**src/rtl/wb_arbiter_if.sv**
```systemverilog
// Write-back port bundle: WB-stage request, MDU result handshake, RF write.
// master drives pipe_wb_*/mdu_valid/rd/data; slave (the arbiter) drives the rest.
interface wb_arbiter_if #(
    parameter int DATA_W = 32
);
    logic              pipe_wb_valid;
    logic [4:0]        pipe_wb_rd;
    logic [DATA_W-1:0] pipe_wb_data;
    logic              pipe_stall;

    logic              mdu_valid;
    logic [4:0]        mdu_rd;
    logic [DATA_W-1:0] mdu_data;
    logic              mdu_ready;

    logic              rf_we;
    logic [4:0]        rf_waddr;
    logic [DATA_W-1:0] rf_wdata;

    modport master (
        output pipe_wb_valid, pipe_wb_rd, pipe_wb_data,
        input  pipe_stall,
        output mdu_valid, mdu_rd, mdu_data,
        input  mdu_ready,
        input  rf_we, rf_waddr, rf_wdata
    );

    modport slave (
        input  pipe_wb_valid, pipe_wb_rd, pipe_wb_data,
        output pipe_stall,
        input  mdu_valid, mdu_rd, mdu_data,
        output mdu_ready,
        output rf_we, rf_waddr, rf_wdata
    );
endinterface

```
**src/rtl/wb_arbiter.sv**
```systemverilog
// Arbitrates the single RF write port between the WB stage and a FIFO of MDU results.
// Ports: clk, reset (async, active-low), bus (wb_arbiter_if.slave).
module wb_arbiter #(
    parameter int DATA_W     = 32,
    parameter int FIFO_DEPTH = 2,
    parameter int STARVE_MAX = 4
) (
    input  logic           clk,
    input  logic           reset,
    wb_arbiter_if.slave    bus
);
    localparam int PTR_W = (FIFO_DEPTH > 1) ? $clog2(FIFO_DEPTH) : 1;
    localparam int CNT_W = $clog2(FIFO_DEPTH + 1);
    localparam int STV_W = (STARVE_MAX > 0) ? $clog2(STARVE_MAX + 1) : 1;

    localparam logic [PTR_W-1:0] PTR_LAST = PTR_W'(FIFO_DEPTH - 1);
    localparam logic [CNT_W-1:0] CNT_FULL = CNT_W'(FIFO_DEPTH);
    localparam logic [STV_W-1:0] STV_MAX  = STV_W'(STARVE_MAX);

    logic [4:0]        fifo_rd   [FIFO_DEPTH];
    logic [DATA_W-1:0] fifo_data [FIFO_DEPTH];

    logic [PTR_W-1:0] wr_ptr;
    logic [PTR_W-1:0] rd_ptr;
    logic [CNT_W-1:0] count;
    logic [STV_W-1:0] starve_cnt;

    logic              empty;
    logic              push;
    logic              pop;
    logic              grant_mdu;
    logic              grant_pipe;
    logic [4:0]        head_rd;
    logic [DATA_W-1:0] head_data;

    assign empty     = (count == '0);
    assign head_rd   = fifo_rd[rd_ptr];
    assign head_data = fifo_data[rd_ptr];

    // Ready comes only from registered occupancy, so a full FIFO
    // never accepts in the same cycle it pops.
    assign bus.mdu_ready = (count < CNT_FULL);
    assign push          = bus.mdu_valid && bus.mdu_ready;

    // MDU wins when the pipe is idle or has bypassed the head too long.
    assign grant_mdu  = !empty &&
                        (!bus.pipe_wb_valid || starve_cnt == STV_MAX);
    assign grant_pipe = bus.pipe_wb_valid && !grant_mdu;
    assign pop        = grant_mdu;

    assign bus.pipe_stall = bus.pipe_wb_valid && grant_mdu;

    always_ff @(posedge clk) begin
        if (push) begin
            fifo_rd[wr_ptr]   <= bus.mdu_rd;
            fifo_data[wr_ptr] <= bus.mdu_data;
        end
    end

    always_ff @(posedge clk or negedge reset) begin
        if (!reset) begin
            wr_ptr <= '0;
            rd_ptr <= '0;
            count  <= '0;
        end else begin
            if (push) begin
                wr_ptr <= (wr_ptr == PTR_LAST) ? '0 : wr_ptr + PTR_W'(1);
            end
            if (pop) begin
                rd_ptr <= (rd_ptr == PTR_LAST) ? '0 : rd_ptr + PTR_W'(1);
            end
            unique case ({push, pop})
                2'b10:   count <= count + CNT_W'(1);
                2'b01:   count <= count - CNT_W'(1);
                default: count <= count;
            endcase
        end
    end

    always_ff @(posedge clk or negedge reset) begin
        if (!reset) begin
            starve_cnt <= '0;
        end else if (empty || grant_mdu) begin
            starve_cnt <= '0;
        end else if (grant_pipe && starve_cnt != STV_MAX) begin
            starve_cnt <= starve_cnt + STV_W'(1);
        end
    end

    // Writes to x0 are consumed at grant but never raise rf_we.
    always_ff @(posedge clk or negedge reset) begin
        if (!reset) begin
            bus.rf_we    <= 1'b0;
            bus.rf_waddr <= '0;
            bus.rf_wdata <= '0;
        end else begin
            bus.rf_we <= 1'b0;
            unique case (1'b1)
                grant_mdu: begin
                    bus.rf_we    <= (head_rd != 5'd0);
                    bus.rf_waddr <= head_rd;
                    bus.rf_wdata <= head_data;
                end
                grant_pipe: begin
                    bus.rf_we    <= (bus.pipe_wb_rd != 5'd0);
                    bus.rf_waddr <= bus.pipe_wb_rd;
                    bus.rf_wdata <= bus.pipe_wb_data;
                end
                default: begin
                    bus.rf_waddr <= bus.rf_waddr;
                    bus.rf_wdata <= bus.rf_wdata;
                end
            endcase
        end
    end
endmodule

```
**src/flat_wrapper.sv**
```systemverilog
// flat-port wrapper written by rule: the top's interface ports become plain ports
module wb_arbiter_flat 
#(
    parameter int DATA_W     = 32,
    parameter int FIFO_DEPTH = 2,
    parameter int STARVE_MAX = 4
)
  (clk, reset, bus_pipe_wb_valid, bus_pipe_wb_rd, bus_pipe_wb_data, bus_pipe_stall, bus_mdu_valid, bus_mdu_rd, bus_mdu_data, bus_mdu_ready, bus_rf_we, bus_rf_waddr, bus_rf_wdata);
  wb_arbiter_if #(.DATA_W(DATA_W)) bus_i ();
  input  logic clk;
  input  logic reset;
  input wire logic [$bits(bus_i.pipe_wb_valid)-1:0] bus_pipe_wb_valid;
  input wire logic [$bits(bus_i.pipe_wb_rd)-1:0] bus_pipe_wb_rd;
  input wire logic [$bits(bus_i.pipe_wb_data)-1:0] bus_pipe_wb_data;
  output wire logic [$bits(bus_i.pipe_stall)-1:0] bus_pipe_stall;
  input wire logic [$bits(bus_i.mdu_valid)-1:0] bus_mdu_valid;
  input wire logic [$bits(bus_i.mdu_rd)-1:0] bus_mdu_rd;
  input wire logic [$bits(bus_i.mdu_data)-1:0] bus_mdu_data;
  output wire logic [$bits(bus_i.mdu_ready)-1:0] bus_mdu_ready;
  output wire logic [$bits(bus_i.rf_we)-1:0] bus_rf_we;
  output wire logic [$bits(bus_i.rf_waddr)-1:0] bus_rf_waddr;
  output wire logic [$bits(bus_i.rf_wdata)-1:0] bus_rf_wdata;
  assign bus_i.pipe_wb_valid = bus_pipe_wb_valid;
  assign bus_i.pipe_wb_rd = bus_pipe_wb_rd;
  assign bus_i.pipe_wb_data = bus_pipe_wb_data;
  assign bus_pipe_stall = bus_i.pipe_stall;
  assign bus_i.mdu_valid = bus_mdu_valid;
  assign bus_i.mdu_rd = bus_mdu_rd;
  assign bus_i.mdu_data = bus_mdu_data;
  assign bus_mdu_ready = bus_i.mdu_ready;
  assign bus_rf_we = bus_i.rf_we;
  assign bus_rf_waddr = bus_i.rf_waddr;
  assign bus_rf_wdata = bus_i.rf_wdata;
  wb_arbiter #(.DATA_W(DATA_W), .FIFO_DEPTH(FIFO_DEPTH), .STARVE_MAX(STARVE_MAX)) u_core (.clk(clk), .reset(reset), .bus(bus_i));
endmodule
```
**config.mk**
```make
export PLATFORM = sky130hd
export DESIGN_NAME = wb_arbiter_flat
export DESIGN_NICKNAME = d
export VERILOG_FILES = /design/src/rtl/wb_arbiter_if.sv /design/src/rtl/wb_arbiter.sv /design/src/flat_wrapper.sv
export SDC_FILE = /design/constraint.sdc
export NUM_CORES = 1
export LEC_CHECK = 0
export ABC_AREA = 1
export CAP_MARGIN = 30
export CORE_MARGIN = 1
export CORE_UTILIZATION = 54
export DETAILED_ROUTE_END_ITERATION = 7
export PLACE_DENSITY = 0.88
export SLEW_MARGIN = 40
export SYNTH_ARGS = -nofsm -noshare
export SYNTH_HDL_FRONTEND = slang
export SYNTH_SLANG_ARGS = --single-unit
```
**constraint.sdc**
```tcl
create_clock -name clk -period 4.7 [get_ports clk]
set_clock_uncertainty 0.15 [all_clocks]
set_input_delay 0.705 -clock clk [delete_from_list [all_inputs] [get_ports clk]]
set_output_delay 0.705 -clock clk [all_outputs]
set_load 0.01 [all_outputs]
```
Word-level counts from Yosys, hierarchy flattened --
Memories as Yosys holds them, arrays and structs flattened. Cells that the tools add are included.
Cells by class: multiplexer cells 10, eq/ne operators 4, $lt $le $gt $ge 1, $add $sub $neg 5, reduce and logical (&&, ||, !) cells 16
Operator list (number):
- 32-bit case mux with 2 select lines | 1
- 5-bit case mux with 2 select lines | 1
- 5-bit nonzero test | 2
- 3-bit 2-to-1 mux | 2
- 2-bit nonzero test | 3
- 1-bit logical AND | 5
- 1-bit 2-to-1 mux | 4
- 2-bit case mux with 2 select lines | 1
- 3-bit by 1-bit adder with 3-bit output (second input constant) | 1
- 3-bit equality test (second input constant) | 1
- 1-bit zero test | 3
- 3-bit inequality test (second input constant) | 1
- 1-bit adder (second input constant) | 2
- 2-bit by 1-bit adder with 2-bit output (second input constant) | 1
- 2-bit by 1-bit equality test with 1-bit output (second input constant) | 1
- 2-bit equality test (second input constant) | 1
- 2-bit zero test | 1
- 1-bit logical OR | 2
- 2-bit less-than comparator (second input constant) | 1
- 1-bit case mux with 2 select lines | 1
- 2-bit by 1-bit subtractor with 2-bit output (second input constant) | 1
Word-level totals: logic and storage cells 45, flip-flop bits (word level) 45, memory bits (writable) 74, output and inout bits 40, memories kept 2, bits of input ports 78
Memories:
- u_core.fifo_data | words 2, bits a word 32, read ports 1, clocked after Yosys merged registers in 0, write ports 1, line wb_arbiter.sv:21 | logic [DATA_W-1:0] fifo_data [FIFO_DEPTH];
- u_core.fifo_rd | words 2, bits a word 5, read ports 1, clocked after Yosys merged registers in 0, write ports 1, line wb_arbiter.sv:20 | logic [4:0] fifo_rd [FIFO_DEPTH];

Longest topological paths before layout --
Gate-level depths: netlist of the first run.
word-level depth 8, gate-level depth with buffers 11, depth with buffers taken out 10

Least setup slack after synthesis of the first run --
OpenSTA, ideal clock, no wires.
path kind input port to flip-flop, start input port bus_mdu_valid, end memory u_core.fifo_data[0][0], enable pin, data arrival time 2.383 ns, stages on the path 2, slack 1.736 ns, required time 4.119 ns, library setup time 0.431 ns, path buffers 0, path through nand2_1 > nor2_1
On the way: longest elaborated chain between the ends 3
Ends and longest elaborated chain:
- start: declaration | line flat_wrapper.sv:16 | input wire logic [$bits(bus_i.mdu_valid)-1:0] bus_mdu_valid;
- 1-bit logical AND | line wb_arbiter.sv:43 | assign push = bus.mdu_valid && bus.mdu_ready;
- 1-bit 2-to-1 mux | line wb_arbiter.sv:54 | if (push) begin
- 1-bit 2-to-1 mux (implied by the code) | line wb_arbiter.sv:56 | fifo_data[wr_ptr] <= bus.mdu_data;
- end: declaration | line wb_arbiter.sv:21
Every way passes these cells.

Final worst setup path of the first run --
start input port bus_pipe_wb_valid, end output port bus_pipe_stall
On the way: longest elaborated chain between the ends 4
Ends and longest elaborated chain:
- start: declaration | line flat_wrapper.sv:12 | input wire logic [$bits(bus_i.pipe_wb_valid)-1:0] bus_pipe_wb_valid;
- 1-bit zero test | line wb_arbiter.sv:47 | (!bus.pipe_wb_valid || starve_cnt == STV_MAX);
- 1-bit logical OR | line wb_arbiter.sv:47
- 1-bit logical AND | line wb_arbiter.sv:46 | assign grant_mdu = !empty &&
- 1-bit logical AND (*) | line wb_arbiter.sv:51 | assign bus.pipe_stall = bus.pipe_wb_valid && grant_mdu;
- end: declaration | line flat_wrapper.sv:15 | output wire logic [$bits(bus_i.pipe_stall)-1:0] bus_pipe_stall;
Every way passes the cells marked *; elsewhere a longest branch is shown, timed or not.

==> results.md, run 1 <==
* Arrival @ worst endpoint at 2350 ps
* Post-Syn Area at 5100 um^2
* Seq/Total Area, Yosys at 65.6%
* Leak at about 2.8 nW
* Clock buffers created by TritonCTS at 17
* DIE AREA at 9840 um^2
* Mapped Avg Cell Area at 11.1 um^2
* Drt drc at 0
* Post-CTS setup buffers at 0
* Worst-skew pair later-pin latency at 510 ps
* Max Slew Vio Count at 0
* Clock buffer depth at 2
* Synth Area in Compound Gates at 3.75%
* Clk root buf: clkbuf_8
* WL final at 12,300 um
* Max Cap Viol at 0
* Post-DR vias/cell at 5.49
* Share of cells above drive strength 1 at 9.18%
* Pre-Repair DR Iteration Count at 5
* Post-CTS sizing at 0
* Final std cells w/o fill at 699
* Simple-Gate Fraction of Synth Area at 23.8%
* Hold_buf cts at 0
* Storage element area at 3350 um^2
* Yosys cell types at 25
* Row cnt at 35
* Die height at 99.2 um
* Global route overflow at 0
* Die Wd at 99.2 um
* Via Count at 3,837
* Setup TNS at 0 ps
* Initial Util at a little under three fifths
* Slew @ Worst Pin at 733 ps
* DP Wirelength at 7650 um
* Yosys warns at 0
* DR iter-0 viols at approximately 260
* CTS tree: built
* Top cell type's share of synthesized area at a little over two fifths
* Final period utilization at 68.2%
* Setup-failing EPs final at 0
* Adder-cell area share of the yosys netlist at 0.735%
* Max IR drop VDD at 0.469 mV
* Combinational family with the most area after synthesis: simple AND/OR/NAND/NOR gates
* Fin crit period at 3210 ps
* Io pins at 118
* Syn Inst Count at 458
* First-pass GRT wire length at between 15,000 and 20,000 um
* Worst slew margin at 51.0%
* Max Fclk at slightly above 300 MHz
* Buffers added on ports at ~120
* HP Class: in -> async
* Most frequent cells in the layout: nand2_1 (130), clkdlybuf4s50_1 (116), edfxtp_1 (74), dfrtp_1 (44), nand3_1 (43)
* Nets@finish at 656
* # H-tree levels at 4
* Multi-input logic area at ~1500 um^2
* Drt wl/cell at approximately 18 um
* Pin count of the biggest net entering global routing at 46
* Mux cell area share after synthesis at 0%
* Area Overhead vs Synth at 36.2%
* Fillcell total at 590
* Clk slew on worst S/H paths at 60 ps
* Number of synthesized register bits at 119
* Commonest non-fill, non-tap cell in the layout: nand2_1
* RSZ-0062 raised after global routing: false
* Ranking of synthesized cells by area: edfxtp_1 (44%), dfrtp_1 (22%), nand2_1 (9.6%)
* Critical path type: in -> out
* Syn_nets at 539
* CTS Sinks at 119
* Cells after DPL at 667
* Gp weighted congestion at 0.816
* Vias in the first global route at 3,977
* Core Box Area at 9200 um^2
* Global-route total usage across every layer at 26.7%
* Number of routed nets with antenna violations at 0
* # diodes at 0
* Critical path data required time at 3850 ps
* Initial antenna violation count at 0
* Post-Synth XOR/XNOR Area at less than 1%
* Critical Path End Type: output pin
* Status: finished, final reports clean
* Pwr Density at 608 nW/um^2
* Fin. Hold Viols at 0
* Crit-path max FO at 14
* Critical path startpoint category: input pin
* Cell taking the most area after synthesis: edfxtp_1
==> Yosys cell counts <==
master / count
buf_6: 8
inv_1: 14
buf_2: 4
nor2_2: 1
or2_1: 25
xnor2_1: 2
ha_1: 3
edfxtp_1: 74
buf_4: 10
dfrtp_1: 45
nand3_1: 43
o21ai_1: 18
o21ai_0: 16
nand2_1: 130
nand4_1: 1
or2_2: 8
nand2_2: 2
clkbuf_1: 3
xor2_1: 3
a21oi_1: 1
nand3b_1: 33
o21ai_4: 1
inv_2: 2
nor2_1: 9
clkbuf_2: 2
==> cell families (layout without fill, tap and decap cells) <==
kind of cell / after synthesis / after routing
AND/OR/NAND/NOR: 252 / 252
flip-flops: 119 / 119
buffers and inverters: 43 / 173
AO/OA/AOI/OAI: 36 / 36
XOR/XNOR: 5 / 5
adder cells (fa/ha/maj): 3 / 3
==> metal layers <==
layer	vias to the layer above	GRT usage (%)	share of wire, %
li1	1782	-	-
met1	1843	31.2	38
met2	190	46.7	54
met3	22	5.76	6.8
met4	0	13.7	2.1
met5	-	0	0
==> sequential cells by signal, summed over array words and instances, names as in the netlist <==
register             cells
u_core.bus.rf_waddr      5
u_core.bus.rf_wdata     32
u_core.bus.rf_we         1
u_core.count             2
u_core.fifo_data        64
u_core.fifo_rd          10
u_core.rd_ptr            1
u_core.starve_cnt        3
u_core.wr_ptr            1
==> final cells by class <==
| class | count | share of cell area, % |
|---|---|---|
| sequential | 119 | 48.2 |
| clock inverter | 7 | 1.30 |
| inverter | 16 | 0.864 |
| clock buffer | 25 | 7.29 |
| multi-input combinational | 296 | 21.6 |
| timing repair buffer | 125 | 18.8 |
| tap | 111 | 2.00 |
==> critical path: stages <==
cell	delay [ps]
clkdlybuf4s50_1	820
inv_1	140
nor2_1	140
clkdlybuf4s50_1	550
==> path summary, 6_finish.rpt <==
kind / from / end / slack, ps / cells after the start
worst max-delay path: bus_pipe_wb_valid / bus_pipe_stall / 1490 / 4
worst min-delay path: reset / u_core.bus.rf_wdata[18] / 50 / 1
worst max register to register: u_core.starve_cnt[0] / u_core.count[1] / 2260 / 11
worst min register to register: u_core.starve_cnt[0] / u_core.starve_cnt[0] / 320 / 1
max in group asynchronous: reset / u_core.rd_ptr / 3920 / 1
min in group clk: u_core.starve_cnt[0] / u_core.starve_cnt[0] / 320 / 1
==> where the power goes <==
group	total [mW]	internal (mW)	switching, mW
Sequential	1.62	1.43	0.189
Combinational	1.33	0.621	0.705
Clock	1.27	0.843	0.431
Total	4.22	2.90	1.33
==> stage by stage <==
stage	worst slack [ps]	hold WS [ps]	total power, mW	area [um^2]	utilization [%]
floorplan	1740	259	2.33	5100	-
global placement	1570	292	2.82	6240	67.9
detailed placement	1410	309	2.93	6360	69.1
CTS	1520	56.7	4.24	6950	75.6
global route	1440	86.2	4.44	6950	75.6
finish	1490	47.4	4.22	6950	75.6
Power figures use the tool's default switching activity.
==> run 2, diff against run 1 <==
--- a/config.mk
+++ b/config.mk
@@ -8,9 +8,9 @@
 export ABC_AREA = 1
 export CAP_MARGIN = 30
 export CORE_MARGIN = 1
-export CORE_UTILIZATION = 54
+export CORE_UTILIZATION = 45
 export DETAILED_ROUTE_END_ITERATION = 7
-export PLACE_DENSITY = 0.88
+export PLACE_DENSITY = 0.79
 export SLEW_MARGIN = 40
 export SYNTH_ARGS = -nofsm -noshare
 export SYNTH_HDL_FRONTEND = slang
==> constraint.sdc (replaced) <==
create_clock -name clk -period 2.9 [get_ports clk]
set_clock_uncertainty 0.15 [all_clocks]
set_input_delay 0.435 -clock clk [delete_from_list [all_inputs] [get_ports clk]]
set_output_delay 0.435 -clock clk [all_outputs]
set_load 0.01 [all_outputs]
==> run 2 against run 1 <==
Effect of this change: critical endpoint unchanged; die area increased by 20%; non-clock buffer count rose by 3; critical path depth increased by 3; sequential cell count unchanged; first-iteration DRC count fell by 20%; utilization fell by 12 points; clock power up 76%; cell area rose by 0.50%; highest routed layer unchanged; hold slack better by 280 ps; register-to-register slack lost 1500 ps.
==> results.md, run 2 (synthesis gave the netlist of run 1 again) <==
* Arrival @ worst endpoint at 1960 ps (-390 ps)
* Drt drc at 0 (unchanged)
* # H-tree levels at 4 (unchanged)
* Pre-Repair DR Iteration Count at 5 (unchanged)
* Crit Reg-Reg Endpoint: u_core.bus.rf_wdata[16]
* DR iter-0 viols at 205 (-20%)
* Max Slew Vio Count at 0 (unchanged)
* Status: finished, final reports clean
* R2r setup slk at 750 ps (-1510 ps)
* Initial Util at 46.7% (-8.8 points)
* Critical path data required time at 2320 ps (-1530 ps)
* Die height at 108 um (+9.4%)
* Share of cells above drive strength 1 at 9.81% (+0.63 points)
* Critical path startpoint category: flop
* # diodes at 0 (unchanged)
* Hold_buf cts at 1 (+1)
* Global-route total usage across every layer at 21.7% (-5.1 points)
* WL final at 11,600 um (-6.1%)
* Initial antenna violation count at 0 (unchanged)
* Post-CTS sizing at 0 (unchanged)
* Number of routed nets with antenna violations at 0 (unchanged)
* Drt wl/cell at 15.9 um (-10%)
* Die Wd at 108 um (+9.4%)
* Regs by FF count: u_core.fifo_data (64), u_core.bus.rf_wdata (32), u_core.fifo_rd (10)
* Io pins at 118 (unchanged)
* Fin. Hold Viols at 0 (unchanged)
* Critical path type: reg -> out
* Row cnt at 38 (+8.6%)
* Setup-failing EPs final at 0 (unchanged)
* Global route overflow at 0 (unchanged)
* Max Fclk at 394 MHz
* Worst hold start: u_core.bus.rf_wdata[0]
* Max Cap Viol at 0 (unchanged)
* Clock buffers created by TritonCTS at 17 (unchanged)
* Commonest non-fill, non-tap cell in the layout: nand2_1
* Vias in the first global route at 3,802 (-4.4%)
* FF-to-FF path depth at 8 (-3)
* Buffers added on ports at 117 (unchanged)
* HP Class: reg -> reg
* DP Wirelength at 7300 um (-4.5%)
* Leak at 2.78 nW (+0.89%)
* Hold Path End: u_core.bus.rf_wdata[0]
* Max reg flops at 64 (unchanged)
* Gp weighted congestion at 0.755 (-7.5%)
* Minimum hold slack at 325 ps (+277 ps)
* RSZ-0062 raised after global routing: false
* RR Startpoint: u_core.starve_cnt[0]
* Via Count at 3,693 (-3.8%)
* Worst slew margin at 53.7% (+2.7 points)
* Clk slew on worst S/H paths at 50 ps (about the same)
* Clock buffer depth at 2 (unchanged)
* Crit-path max FO at 8 (-6)
* Max IR drop VDD at 0.571 mV (+22%)
* Clk root buf: clkbuf_16
* Post-CTS setup buffers at 0 (unchanged)
* Fin crit period at between 2000 and 3000 ps
* Setup TNS at 0 ps (unchanged)
* Most frequent cells in the layout: nand2_1 (130), clkdlybuf4s50_1 (115), edfxtp_1 (74), dfrtp_1 (45), nand3_1 (43)
* Pin count of the biggest net entering global routing at 46 (unchanged)
* Worst-skew pair later-pin latency at 410 ps (-100 ps)
* DIE AREA at 11,800 um^2 (+20%)
* First-pass GRT wire length at 18,700 um (-4.0%)
* Critical Path End Type: output pin
* Post-DR vias/cell at 5.05 (-8.0%)
* Core Box Area at 10,900 um^2 (+19%)
* CTS tree: built
* CTS Sinks at 119 (unchanged)
* Pwr Density at 986 nW/um^2 (+62%)
* Area Overhead vs Synth at 36.9%
* Slew @ Worst Pin at 691 ps (-41.4 ps)
* Hold depth at 2
* Nets@finish at 659 (+0.46%)
* Top reg by flops: u_core.fifo_data
* Final period utilization at just under 90%
run 2: cell types whose count changed in the layout (fill, tap and decap cells not counted), sizes merged:
cell	delta
buf	+3
clkinv	+2
clkbuf	-1
bufinv	+1
clkdlybuf4s50	-1
clkinvlp	-2
dlygate4sd3	+1
run 2: layout make-up:
| class | instances | area (um^2) |
|---|---|---|
| Fill cell | 840 | 3950 |
| Sequential cell | 119 | 3350 |
| Multi-Input combinational cell | 296 | 1500 |
| Timing Repair Buffer | 128 | 1260 |
| Clock buffer | 24 | 524 |
| Tap cell | 140 | 175 |
| Clock inverter | 8 | 115 |
| Inverter | 16 | 60.1 |
run 2: metrics by stage:
step,power [mW],utilization [%],cell area (um^2),worst slack [ps],cells
3_3_place_gp,4.62,57.9,6340,722,698
4_1_cts,6.95,63.9,6990,327,731
6_report,6.89,63.9,6990,360,731
5_1_grt,7.29,63.9,6990,228,731
3_5_place_dp,4.69,58.0,6340,675,698
2_1_floorplan,3.78,-,5100,106,458
run 2: how the worst max path moves through the flow:
| stage | depth (start not counted) | from | end |
|---|---|---|---|
| floorplan | 3 | u_core.count[1] | u_core.fifo_data[0][0] |
| global placement | 4 | bus_mdu_valid | u_core.fifo_data[1][13] |
| detailed placement | 4 | bus_mdu_valid | u_core.fifo_data[0][6] |
| CTS | 7 | u_core.starve_cnt[0] | bus_pipe_stall |
| global route | 7 | u_core.starve_cnt[0] | bus_pipe_stall |
| finish | 7 | u_core.starve_cnt[0] | bus_pipe_stall |
run 2: worst max-delay path, stage by stage (launching register included):
cell	delay, ps
dfrtp_1	400
inv_1	60
ha_1	150
nand2_2	90
nand2_1	90
nand2_2	100
nor2_1	110
clkdlybuf4s50_1	540
run 2: power by group:
part	switching (mW)	total [mW]	internal, mW	leakage [nW]
Clock	0.711	2.23	1.51	0.320
Sequential	0.241	2.57	2.33	1.19
Combinational	1.12	2.10	0.977	1.27
run 2: layer usage:
| layer | vias to the layer above | wire [um] | GRT usage, % |
|---|---|---|---|
| li1 | 1788 | - | - |
| met1 | 1756 | 4940 | 26.0 |
| met2 | 126 | 5820 | 36.6 |
| met3 | 23 | 572 | 5.12 |
| met4 | 0 | 266 | 10.3 |
| met5 | - | 0 | 0 |
